## config.mk

```make
export PLATFORM = sky130hd
export DESIGN_NAME = icap_readback
export DESIGN_NICKNAME = d
export VERILOG_FILES = /design/src/rtl/icap_readback.sv
export SDC_FILE = /design/constraint.sdc
export NUM_CORES = 1
export LEC_CHECK = 0
export BUFFER_PORTS_ARGS = -buffer_cell sky130_fd_sc_hd__buf_2
export CORE_MARGIN = 8
export CORE_UTILIZATION = 50
export DETAILED_ROUTE_END_ITERATION = 10
export PLACE_DENSITY = 0.67
export RECOVER_POWER = 25
export SYNTH_ARGS = -nofsm -noshare
export SYNTH_HDL_FRONTEND = slang
export SYNTH_SLANG_ARGS = --single-unit
export TNS_END_PERCENT = 20
```

## constraint.sdc

```tcl
create_clock -name clk -period 4.4 [get_ports clk]
set_clock_uncertainty 0.1 [all_clocks]
set_input_delay 1.32 -clock clk [delete_from_list [all_inputs] [get_ports clk]]
set_output_delay 1.32 -clock clk [all_outputs]
set_load 0.005 [all_outputs]
```

## src/rtl/icap_readback.sv

```systemverilog
// ICAPE2 configuration readback engine: issues the FAR/FDRO command sequence,
// reads word_count words through a latency-tracked FIFO onto AXI-Stream, then desyncs.
module icap_readback #(
    parameter int ICAP_RD_LAT = 3,
    parameter int FIFO_DEPTH  = 8
) (
    input  logic        clk,
    input  logic        resetn,
    input  logic        start,
    input  logic [31:0] frame_addr,
    input  logic [15:0] word_count,
    output logic        busy,
    output logic        done,
    output logic        err,
    output logic        m_axis_tvalid,
    input  logic        m_axis_tready,
    output logic [31:0] m_axis_tdata,
    output logic [3:0]  m_axis_tkeep,
    output logic        m_axis_tlast,
    output logic        icap_csib,
    output logic        icap_rdwrb,
    output logic [31:0] icap_i,
    input  logic [31:0] icap_o
);
    localparam int          DATA_W  = 32;
    localparam int          AW      = (FIFO_DEPTH > 1) ? $clog2(FIFO_DEPTH) : 1;
    localparam logic [AW:0] DEPTH_V = (AW+1)'(FIFO_DEPTH);

    typedef enum logic [2:0] {IDLE, CMD, TO_RD, READ, TO_WR, DESYNC, FLUSH} state_t;

    state_t                 state;
    logic [2:0]             idx;
    logic [31:0]            far_q;
    logic [15:0]            wc_q;
    logic [15:0]            issued;
    logic [15:0]            popped;
    logic [ICAP_RD_LAT-1:0] inflight;
    logic [AW:0]            fifo_cnt;
    logic [AW:0]            occ;
    logic [AW-1:0]          wr_ptr;
    logic [AW-1:0]          rd_ptr;
    logic [DATA_W-1:0]      mem [FIFO_DEPTH];
    logic                   last_seen;
    logic                   accept;
    logic                   issue;
    logic                   read_now;
    logic                   push;
    logic                   pop;

    function automatic logic [31:0] cmd_word(input logic [2:0] i, input logic [31:0] far,
                                             input logic [15:0] wc);
        case (i)
            3'd0:    cmd_word = 32'hAA99_5566;
            3'd1:    cmd_word = 32'h2000_0000;
            3'd2:    cmd_word = 32'h3000_8001;
            3'd3:    cmd_word = 32'h0000_0004;
            3'd4:    cmd_word = 32'h3000_2001;
            3'd5:    cmd_word = far;
            3'd6:    cmd_word = 32'h2800_6000;
            default: cmd_word = {16'h4800, wc};
        endcase
    endfunction

    function automatic logic [31:0] desync_word(input logic [1:0] i);
        case (i)
            2'd0:    desync_word = 32'h3000_8001;
            2'd1:    desync_word = 32'h0000_000D;
            default: desync_word = 32'h2000_0000;
        endcase
    endfunction

    // occ counts FIFO words plus reads already committed, so a read is only issued
    // when its word is guaranteed a slot when it lands ICAP_RD_LAT cycles later.
    assign accept   = (state == IDLE) && start && (word_count != 16'd0);
    assign read_now = !icap_csib && icap_rdwrb;
    assign push     = inflight[ICAP_RD_LAT-1];
    assign pop      = m_axis_tvalid && m_axis_tready;
    assign issue    = ((state == TO_RD) || (state == READ)) && (occ < DEPTH_V) && (issued < wc_q);

    assign m_axis_tvalid = (fifo_cnt != '0);
    assign m_axis_tdata  = mem[rd_ptr];
    assign m_axis_tlast  = m_axis_tvalid && (popped == wc_q - 16'd1);
    assign m_axis_tkeep  = 4'hF;

    always_ff @(posedge clk) begin
        if (accept) begin
            far_q <= frame_addr;
            wc_q  <= word_count;
        end
    end

    always_ff @(posedge clk) begin
        if (push) mem[wr_ptr] <= icap_o;
    end

    // ICAP return pipeline and FIFO bookkeeping
    always_ff @(posedge clk or negedge resetn) begin
        if (!resetn) begin
            inflight  <= '0;
            fifo_cnt  <= '0;
            occ       <= '0;
            wr_ptr    <= '0;
            rd_ptr    <= '0;
            issued    <= '0;
            popped    <= '0;
            last_seen <= 1'b0;
        end else begin
            inflight[0] <= read_now;
            for (int k = 1; k < ICAP_RD_LAT; k++) inflight[k] <= inflight[k-1];
            if (push) wr_ptr <= wr_ptr + AW'(1);
            if (pop)  rd_ptr <= rd_ptr + AW'(1);
            fifo_cnt <= fifo_cnt + (AW+1)'(push) - (AW+1)'(pop);
            occ      <= occ + (AW+1)'(issue) - (AW+1)'(pop);
            if (accept) begin
                issued    <= '0;
                popped    <= '0;
                last_seen <= 1'b0;
            end else begin
                if (issue) issued <= issued + 16'd1;
                if (pop) begin
                    popped <= popped + 16'd1;
                    if (m_axis_tlast) last_seen <= 1'b1;
                end
            end
        end
    end

    always_ff @(posedge clk or negedge resetn) begin
        if (!resetn) begin
            state      <= IDLE;
            idx        <= '0;
            busy       <= 1'b0;
            done       <= 1'b0;
            err        <= 1'b0;
            icap_csib  <= 1'b1;
            icap_rdwrb <= 1'b0;
            icap_i     <= '0;
        end else begin
            done <= 1'b0;
            err  <= 1'b0;
            case (state)
                IDLE: begin
                    if (accept) begin
                        state      <= CMD;
                        idx        <= '0;
                        busy       <= 1'b1;
                        icap_csib  <= 1'b0;
                        icap_rdwrb <= 1'b0;
                        icap_i     <= cmd_word(3'd0, frame_addr, word_count);
                    end else if (start) begin
                        err <= 1'b1;
                    end
                end
                CMD: begin
                    if (idx == 3'd7) begin
                        // CSIB rises together with RDWRB so the direction flips while deselected
                        state      <= TO_RD;
                        icap_csib  <= 1'b1;
                        icap_rdwrb <= 1'b1;
                        icap_i     <= '0;
                    end else begin
                        idx    <= idx + 3'd1;
                        icap_i <= cmd_word(idx + 3'd1, far_q, wc_q);
                    end
                end
                TO_RD: begin
                    state     <= READ;
                    icap_csib <= !issue;
                end
                READ: begin
                    icap_csib <= !issue;
                    if ((issued == wc_q) && !read_now && (inflight == '0)) begin
                        state      <= TO_WR;
                        icap_csib  <= 1'b1;
                        icap_rdwrb <= 1'b0;
                    end
                end
                TO_WR: begin
                    state     <= DESYNC;
                    idx       <= '0;
                    icap_csib <= 1'b0;
                    icap_i    <= desync_word(2'd0);
                end
                DESYNC: begin
                    if (idx == 3'd3) begin
                        state     <= FLUSH;
                        icap_csib <= 1'b1;
                        icap_i    <= '0;
                    end else begin
                        idx    <= idx + 3'd1;
                        icap_i <= desync_word(idx[1:0] + 2'd1);
                    end
                end
                FLUSH: begin
                    if (last_seen && (fifo_cnt == '0)) begin
                        done  <= 1'b1;
                        busy  <= 1'b0;
                        state <= IDLE;
                    end
                end
                default: state <= IDLE;
            endcase
        end
    end

endmodule

```

-- After elaboration in Yosys (flattened, before gate mapping)
Memories as Yosys holds them, arrays and structs flattened.
Cells that the tools add are included.
- order comparisons: 2
- reduce and logical (&&, ||, !) cells: 35
- mux-type cells: 40
- $add $sub $neg: 11
- equal/unequal tests: 24
- operators with widths (cell ; number):
    $pmux W32 S7 ; 1
    $pmux W32 S4 ; 1
    $mux W16 ; 4
    $mux W32 ; 2
    $pmux W30 S2 ; 1
    $add A16 B1 Y16 const B ; 2
    $eq A16 B16 Y1 ; 2
    $mux W30 ; 1
    $mux W3 ; 8
    $eq A3 B3 Y1 const B ; 7
    $pmux W3 S7 ; 1
    $mux W1 ; 17
    $lt A16 B16 Y1 ; 1
    $reduce_bool A16 Y1 ; 1
    $sub A16 B1 Y16 const B ; 1
    $eq A3 B2 Y1 const B ; 5
    $ne A2 B2 Y1 const B ; 6
    $pmux W3 S4 ; 1
    $reduce_and A4 Y1 ; 3
    $logic_and A1 B1 Y1 ; 10
    $add A3 B1 Y3 const B ; 3
    $logic_not A3 Y1 ; 3
    $add A4 B1 Y4 ; 2
    $reduce_bool A2 Y1 ; 4
    19 further kinds ; 25
- word-level logic and storage cells: 131
- bits in writable memories: 256
- output and inout bits: 75
- bits in registers: 141
- memories kept: 1
- input bits: 84
- memories (name ; depth ; width ; read ports ; clocked after memory_dff ; wr ports ; RTL line ; source):
    mem ; 8 ; 32 ; 1 ; 0 ; 1 ; 42 ; logic [DATA_W-1:0] mem [FIFO_DEPTH];

-- Longest topological paths before layout
Gate-level depths: netlist of run 1.
- depth after elaboration: 7
- gate-level depth with buffers: 15

-- Worst setup path after synthesis of run 1
Ideal clock, no wire load.
- path kind: input -> register
- from: in start
- to: reg far_q[0] (enable)
- path slack: 0.602 ns
- buffers on the path: 1
- setup time: 0.431 ns
- data arrival time: 3.267 ns
- stages on the path: 4
- cells stage by stage: and3_1 nand2_1 clkinv_1 clkbuf_1
- longest elaborated chain between the ends: 2
- ends and longest elaborated chain (what ; RTL line ; source):
    start, declared ; 9 ; input logic start,
    $logic_and A1 B1 Y1 (2 in a row) ; 74 ; assign accept = (state == IDLE) && start && (word_count != 16'd0);
    via accept ; 44 ; logic accept;
    end signal, assigned ; 87 ; far_q <= frame_addr;
    end, declared ; 33 ; logic [31:0] far_q;
The timed path passes the listed nets, and every way through them passes these cells.
A chain may end at the register's enable or synchronous reset.

-- Worst setup path after layout of run 1
- from: reg wc_q[3]
- to: out m_axis_tlast
- longest elaborated chain between the ends: 3
- ends and longest elaborated chain (what ; RTL line ; source):
    start, declared ; 34 ; logic [15:0] wc_q;
    start signal, assigned ; 88 ; wc_q <= word_count;
    $sub A16 B1 Y16 ; 82 ; assign m_axis_tlast = m_axis_tvalid && (popped == wc_q - 16'd1);
    $eq A16 B16 Y1 ; 82 ;
    $logic_and A1 B1 Y1 ; 82 ;
    end, declared ; 19 ; output logic m_axis_tlast,
No other way between the ends.

==> flow_metrics.tcl, run 1 <==
set metrics [dict create \
    status "finished clean" \
    min_period_ns 4.29 \
    initialDrtViolationCount 668 \
    power.density_nw_per_um2 611 \
    hold_depth 0 \
    fp.coreArea_um2 33200 \
    worstHoldStart "inflight[0]$_DFF_PN0_" \
    min_path_type "reg -> reg" \
    root_buffer "clkbuf_16" \
    io_buffers 154 \
    peakVddDrop_v 0.000355 \
    avgSynthCellArea_um2 16.0 \
    path_max_fanout 7 \
    die_area_um2 39500 \
    fp-row-count 67 \
    post-route-util_pct 58.4 \
    grt_overflow 0 \
    nets 1340 \
    reg2reg_from "fifo_cnt[2]$_DFF_PN0_" \
    post_drt_wl_per_cell_um 21.3 \
    rsz0062_at_grt "no" \
    arrival_ns 2.87 \
    worst-setup-path-type "reg -> out" \
    synth_largest_area_cell "edfxtp_1" \
    mostFrequentLayoutCells "edfxtp_1, buf_2, dfrtp_1, mux4_2, nor2_1" \
    worstSkewPairLatency_ns 0.53 \
    antenna_left 0 \
    final.fill_count 2600 \
    synth_ff_type "edfxtp_1" \
    place_congestion 0.860 \
    grt_use_total_pct 18.5 \
    clkTransAtPathRegs_ns 0.06 \
    synthArstFlopShare_pct 23.4 \
    vias 9507 \
    htreeDepth 2 \
    reg2reg_slack_ns 0.96 \
    clkSinkCount 397 \
    critical_path_required_ns 2.98 \
    synth_top_area_share_pct 54.7 \
    die_h_um 199 \
    ys_types 66 \
    drt_wl_total_um 36100 \
    synth_area_um2 16700 \
    slew_violations 0 \
    synth_warnings 0 \
    grt_max_degree 56 \
    hpwl_um 23500 \
    ys_seq_area_share_pct 68.6 \
    grt_first_pass_wirelength_um 56700 \
    rr_endpoint "occ[2]$_DFF_PN0_" \
    antenna_found_initial 0 \
    num_antenna_cells 0 \
    setup_viol 0 \
    cts_buffers 41 \
    relSlewSlack_pct 35.3 \
    critPathCaptureType "primary output" \
    worst_pin_slew_ns 0.965 \
    synth_edf_count 304 \
    synth_top_cells_by_area "edfxtp_1, dfrtp_1, mux4_2, ha_1, mux2_2" \
    setup_tns_ns 0 \
    final_hold_viol_count 0 \
    dr.pass1.iters 5 \
    drc 0 \
    synth_seq_cells 397 \
    whs_endpoint "inflight[1]$_DFF_PN0_" \
    ios 159 \
    p_leak_nw 7.10 \
    netlist_instances 1041 \
    die_w_um 199 \
    cp-start-kind "flip-flop" \
    cts_tree "done" \
    start_util_pct 50.3 \
    area_growth_pct 16.1 \
    grt_pass1_vias 9969 \
    total_power_mw 11.8 \
    via_per_inst 5.61 \
    clk_path_buf_depth 3 \
    cap_viol_max_count 0 \
    drive_gt1_share_pct 26.0 \
    regArea_um2 11500 \
    cts-hold-fix-buffers 0 \
    finalCritPeriodShare_pct 97.6 \
    max_freq_ghz 0.233 \
    r2r_cells 12 \
    startpoint "wc_q[3]$_DFFE_PP_" \
    final_common_cell "edfxtp_1" \
    multi_input_area_um2 4900 \
]
## state kept, by name (all words and copies together) (netlist names)
signal and count:
icap_csib 1, err 1, state 3, popped 16, issued 16, far_q 32, rd_ptr 3, fifo_cnt 4
inflight 3, wr_ptr 3, occ 4, busy 1, done 1, icap_i 32, last_seen 1, idx 3
wc_q 16, icap_rdwrb 1, mem 256
## area by class of cell
cell class                 instances  share of cell area [%]
clock buffer                      61                    5.84
clock inverter                    14                   0.820
inverter                          50                   0.968
multi-input combinational        546                    25.3
sequential                       397                    59.1
tap                              448                    2.89
timing repair buffer             180                    5.08
## critical path, cell delays in order, from the launching register on
cell and delay (ns):
edfxtp_1 0.50, or3_2 0.56, or4_4 0.56, a211oi_2 0.25, nand4_1 0.15, nor2_1 0.18, buf_2 0.14
## report_power, final
part / internal [mW] / switching (mW) / leakage (nW)
Sequential: 4.55 / 0.503 / 3.94
Combinational: 1.73 / 1.76 / 2.53
Clock: 1.92 / 1.39 / 0.625
## through the flow
stage	instance area, um2	hold WS [ns]	setup WS (ns)	cells
floorplan	16700	0.245	0.602	1044
global placement	18100	0.258	0.522	1616
detailed placement	18100	0.262	0.481	1616
CTS	19400	0.276	0.0195	1692
global route	19400	0.288	0.00491	1696
finish	19400	0.275	0.107	1696
## layer usage
layer | up-vias | wire [um] | GRT usage (%)
li1 | 4371 | - | -
met1 | 4808 | 15900 | 25.0
met2 | 274 | 17400 | 30.6
met3 | 54 | 2130 | 3.79
met4 | 0 | 708 | 4.50
met5 | - | 0 | 0
## cells by family after synthesis
family	count (synthesis)	share of synthesized area [%]
buffers and inverters	101	2.60
adder cells (fa/ha/maj)	40	3.09
multiplexers	102	11.2
AO/OA/AOI/OAI	140	5.60
XOR/XNOR	42	2.20
other	1	0.0225
AND/OR/NAND/NOR	218	6.73
flip-flops	397	68.6
## worst max-delay path by stage
stage / endpoint / cells after the start
floorplan: far_q[0]$_DFFE_PP_ / 4
global placement: m_axis_tlast / 9
detailed placement: m_axis_tlast / 9
CTS: m_axis_tlast / 9
global route: m_axis_tlast / 6
finish: m_axis_tlast / 6
## cell usage after synthesis, types with 3 or more instances
| library cell | count |
|---|---|
| a211o_1 | 3 |
| a21o_1 | 4 |
| a21oi_1 | 46 |
| a221o_1 | 4 |
| a221oi_1 | 7 |
| a222oi_1 | 4 |
| a22o_1 | 8 |
| a22oi_1 | 3 |
| a31oi_1 | 3 |
| and3_1 | 8 |
| buf_2 | 10 |
| buf_4 | 5 |
| buf_6 | 3 |
| clkbuf_1 | 31 |
| dfrtp_1 | 92 |
| edfxtp_1 | 304 |
| ha_1 | 38 |
| inv_1 | 47 |
| mux2_2 | 34 |
| mux2i_1 | 4 |
| mux4_2 | 64 |
| nand2_1 | 41 |
| nand2b_1 | 6 |
| nand3_1 | 18 |
| nand3b_1 | 3 |
| nand4_1 | 12 |
| nor2_1 | 64 |
| nor2b_1 | 7 |
| nor3_1 | 13 |
| nor4_1 | 9 |
| o211ai_1 | 5 |
| o21ai_0 | 23 |
| o31ai_1 | 14 |
| or2_2 | 4 |
| or3_1 | 6 |
| or4_1 | 13 |
| xnor2_1 | 26 |
| xor2_1 | 16 |
## timing repair
item,CTS,global route
buffers inserted,1,4
resized for setup,1,2
endpoints found under the setup margin,1,1
pin swaps,0,0
(Power assumes the default switching activity.)
==> run 2: changes to the inputs <==
--- a/config.mk
+++ b/config.mk
@@ -8,6 +8,7 @@
 export BUFFER_PORTS_ARGS = -buffer_cell sky130_fd_sc_hd__buf_2
 export CORE_MARGIN = 8
 export CORE_UTILIZATION = 50
+export CTS_BUF_LIST = sky130_fd_sc_hd__clkbuf_4 sky130_fd_sc_hd__clkbuf_8
 export DETAILED_ROUTE_END_ITERATION = 10
 export PLACE_DENSITY = 0.67
 export RECOVER_POWER = 25
==> run 2 against run 1 <==
Core utilization barely moved. Clock-buffer cell count up 30. Setup slack better by 0.0049 ns. Sequential share of layout area about the same. First-iteration DRC count rose by 0.90%. Final area is essentially flat. Register-to-register slack worse by 0.03 ns. Combinational power about the same. Clock power decreased by 11%. Power fell by 3.1%. Routed wire length is 0.32% higher. Maximum frequency up 0.12%. Largest power group unchanged. Highest routed layer unchanged.
==> flow_metrics.tcl, run 2 (synthesis results as in run 1) <==
set metrics [dict create \
    relSlewSlack_pct 35.3 \
    regMostFlops "mem" \
    final_common_cell "edfxtp_1" \
    mostFrequentLayoutCells "edfxtp_1, buf_2, dfrtp_1, mux4_2, clkbuf_8" \
    ios 159 \
    grt_first_pass_wirelength_um 56900 \
    initialDrtViolationCount 674 \
    cts_tree "done" \
    largest_reg_flops 256 \
    worstSkewPairLatency_ns 0.60 \
    grt_max_degree 56 \
    setup_viol 0 \
    reg2reg_from "fifo_cnt[2]$_DFF_PN0_" \
    critPathCaptureType "primary output" \
    htreeDepth 2 \
    clkTransAtPathRegs_ns 0.07 \
    p_leak_nw 7.16 \
    reg_top3 "mem (256), far_q (32), icap_i (32)" \
    start_util_pct 50.3 \
    rsz0062_at_grt "no" \
    min_period_ns 4.29 \
    path_max_fanout 7 \
    slew_violations 0 \
    antenna_found_initial 0 \
    fp-row-count 67 \
    area_growth_pct 16.0 \
    root_buffer "clkbuf_8" \
    drt_wl_total_um 36200 \
    worst_pin_slew_ns 0.965 \
    dr.pass1.iters 5 \
    max_freq_ghz 0.233 \
    power.density_nw_per_um2 593 \
    nets 1370 \
    worst-setup-path-type "reg -> out" \
    worstHoldStart "inflight[0]$_DFF_PN0_" \
    setup_tns_ns 0 \
    post_drt_wl_per_cell_um 20.7 \
    fin_cells 1746 \
    die_area_um2 39500 \
    final_hold_viol_count 0 \
    critical_path_required_ns 2.98 \
    vias 9707 \
    place_congestion 0.860 \
    dpl.cell_count 1616 \
    die_h_um 199 \
    grt_overflow 0 \
    grt_pass1_vias 10100 \
    cap_viol_max_count 0 \
    antenna_left 0 \
    peakVddDrop_v 0.000380 \
    cts-hold-fix-buffers 0 \
    clk_path_buf_depth 3 \
    grt_use_total_pct 18.6 \
    drive_gt1_share_pct 29.1 \
    startpoint "wc_q[5]$_DFFE_PP_" \
    clkSinkCount 397 \
    arrival_ns 2.87 \
    die_w_um 199 \
    cts_buffers 61 \
    status "finished clean" \
    hpwl_um 23500 \
    min_path_type "reg -> reg" \
    fp.coreArea_um2 33200 \
    final.fill_count 2610 \
    cp-start-kind "flip-flop" \
    drc 0 \
    via_per_inst 5.56 \
    io_buffers 154 \
    finalCritPeriodShare_pct 97.5 \
]
-- run 2: where the power goes --
group | total, mW | internal (mW) | switching, mW | leakage, nW
registers | 5.04 | 4.55 | 0.491 | 3.94
clock network | 2.94 | 1.58 | 1.37 | 0.635
logic | 3.50 | 1.74 | 1.76 | 2.58
-- run 2: critical path: stages, from the launching register on --
cell and delay [ns]:
edfxtp_1 0.44, or4_4 0.62, or4_4 0.50, a211oi_2 0.25, nand4_1 0.15, nor2_1 0.18
buf_2 0.14
-- run 2: layer usage --
layer	global-route usage, %	vias up	routed length (um)
li1	-	4444	-
met1	25.2	4870	15700
met2	30.2	330	17300
met3	4.08	63	2330
met4	4.89	0	795
met5	0	-	0
-- run 2: path summary, 6_finish.rpt --
kind | to | slack, ns | cells after the start
hold / removal | inflight[1]$_DFF_PN0_ | 0.28 | 0
setup / recovery | m_axis_tlast | 0.11 | 6
setup reg to reg | occ[2]$_DFF_PN0_ | 0.93 | 12
min in group asynchronous | popped[10]$_DFFE_PN0P_ | 0.60 | 1
max in group asynchronous | icap_csib$_DFFE_PN1P_ | 2.88 | 2
hold reg to reg | inflight[1]$_DFF_PN0_ | 0.28 | 0
-- run 2: what timing repair did --
action | 4_1_cts | 5_1_grt
pin swaps | 0 | 1
endpoints found under the setup margin | 1 | 1
gates cloned | 0 | 0
gates resized for setup | 3 | 1
setup buffers | 2 | 13
-- run 2: final cells by class --
| class | instances | area [um2] | area share (%) |
|---|---|---|---|
| well taps | 448 | 561 | 2.89 |
| diodes | 1 | 2.50 | 0.0129 |
| clock inverters | 23 | 113 | 0.581 |
| clock buffers | 91 | 1080 | 5.59 |
| repair buffers | 190 | 1060 | 5.45 |
| inverters | 50 | 188 | 0.969 |
| flip-flops and latches | 397 | 11500 | 59.2 |
| multi-input cells | 546 | 4910 | 25.3 |
-- run 2: per-stage QoR --
stage	hold WS (ns)	worst slack [ns]	area, um2	total power, mW	utilization (%)
5_1_grt	0.300	0.00356	19400	12.2	58.4
3_5_place_dp	0.262	0.481	18100	8.65	54.5
6_report	0.280	0.112	19400	11.5	58.4
2_1_floorplan	0.245	0.602	16700	7.35	-
4_1_cts	0.291	0.00414	19300	11.6	58.2
3_3_place_gp	0.258	0.522	18100	8.58	54.5
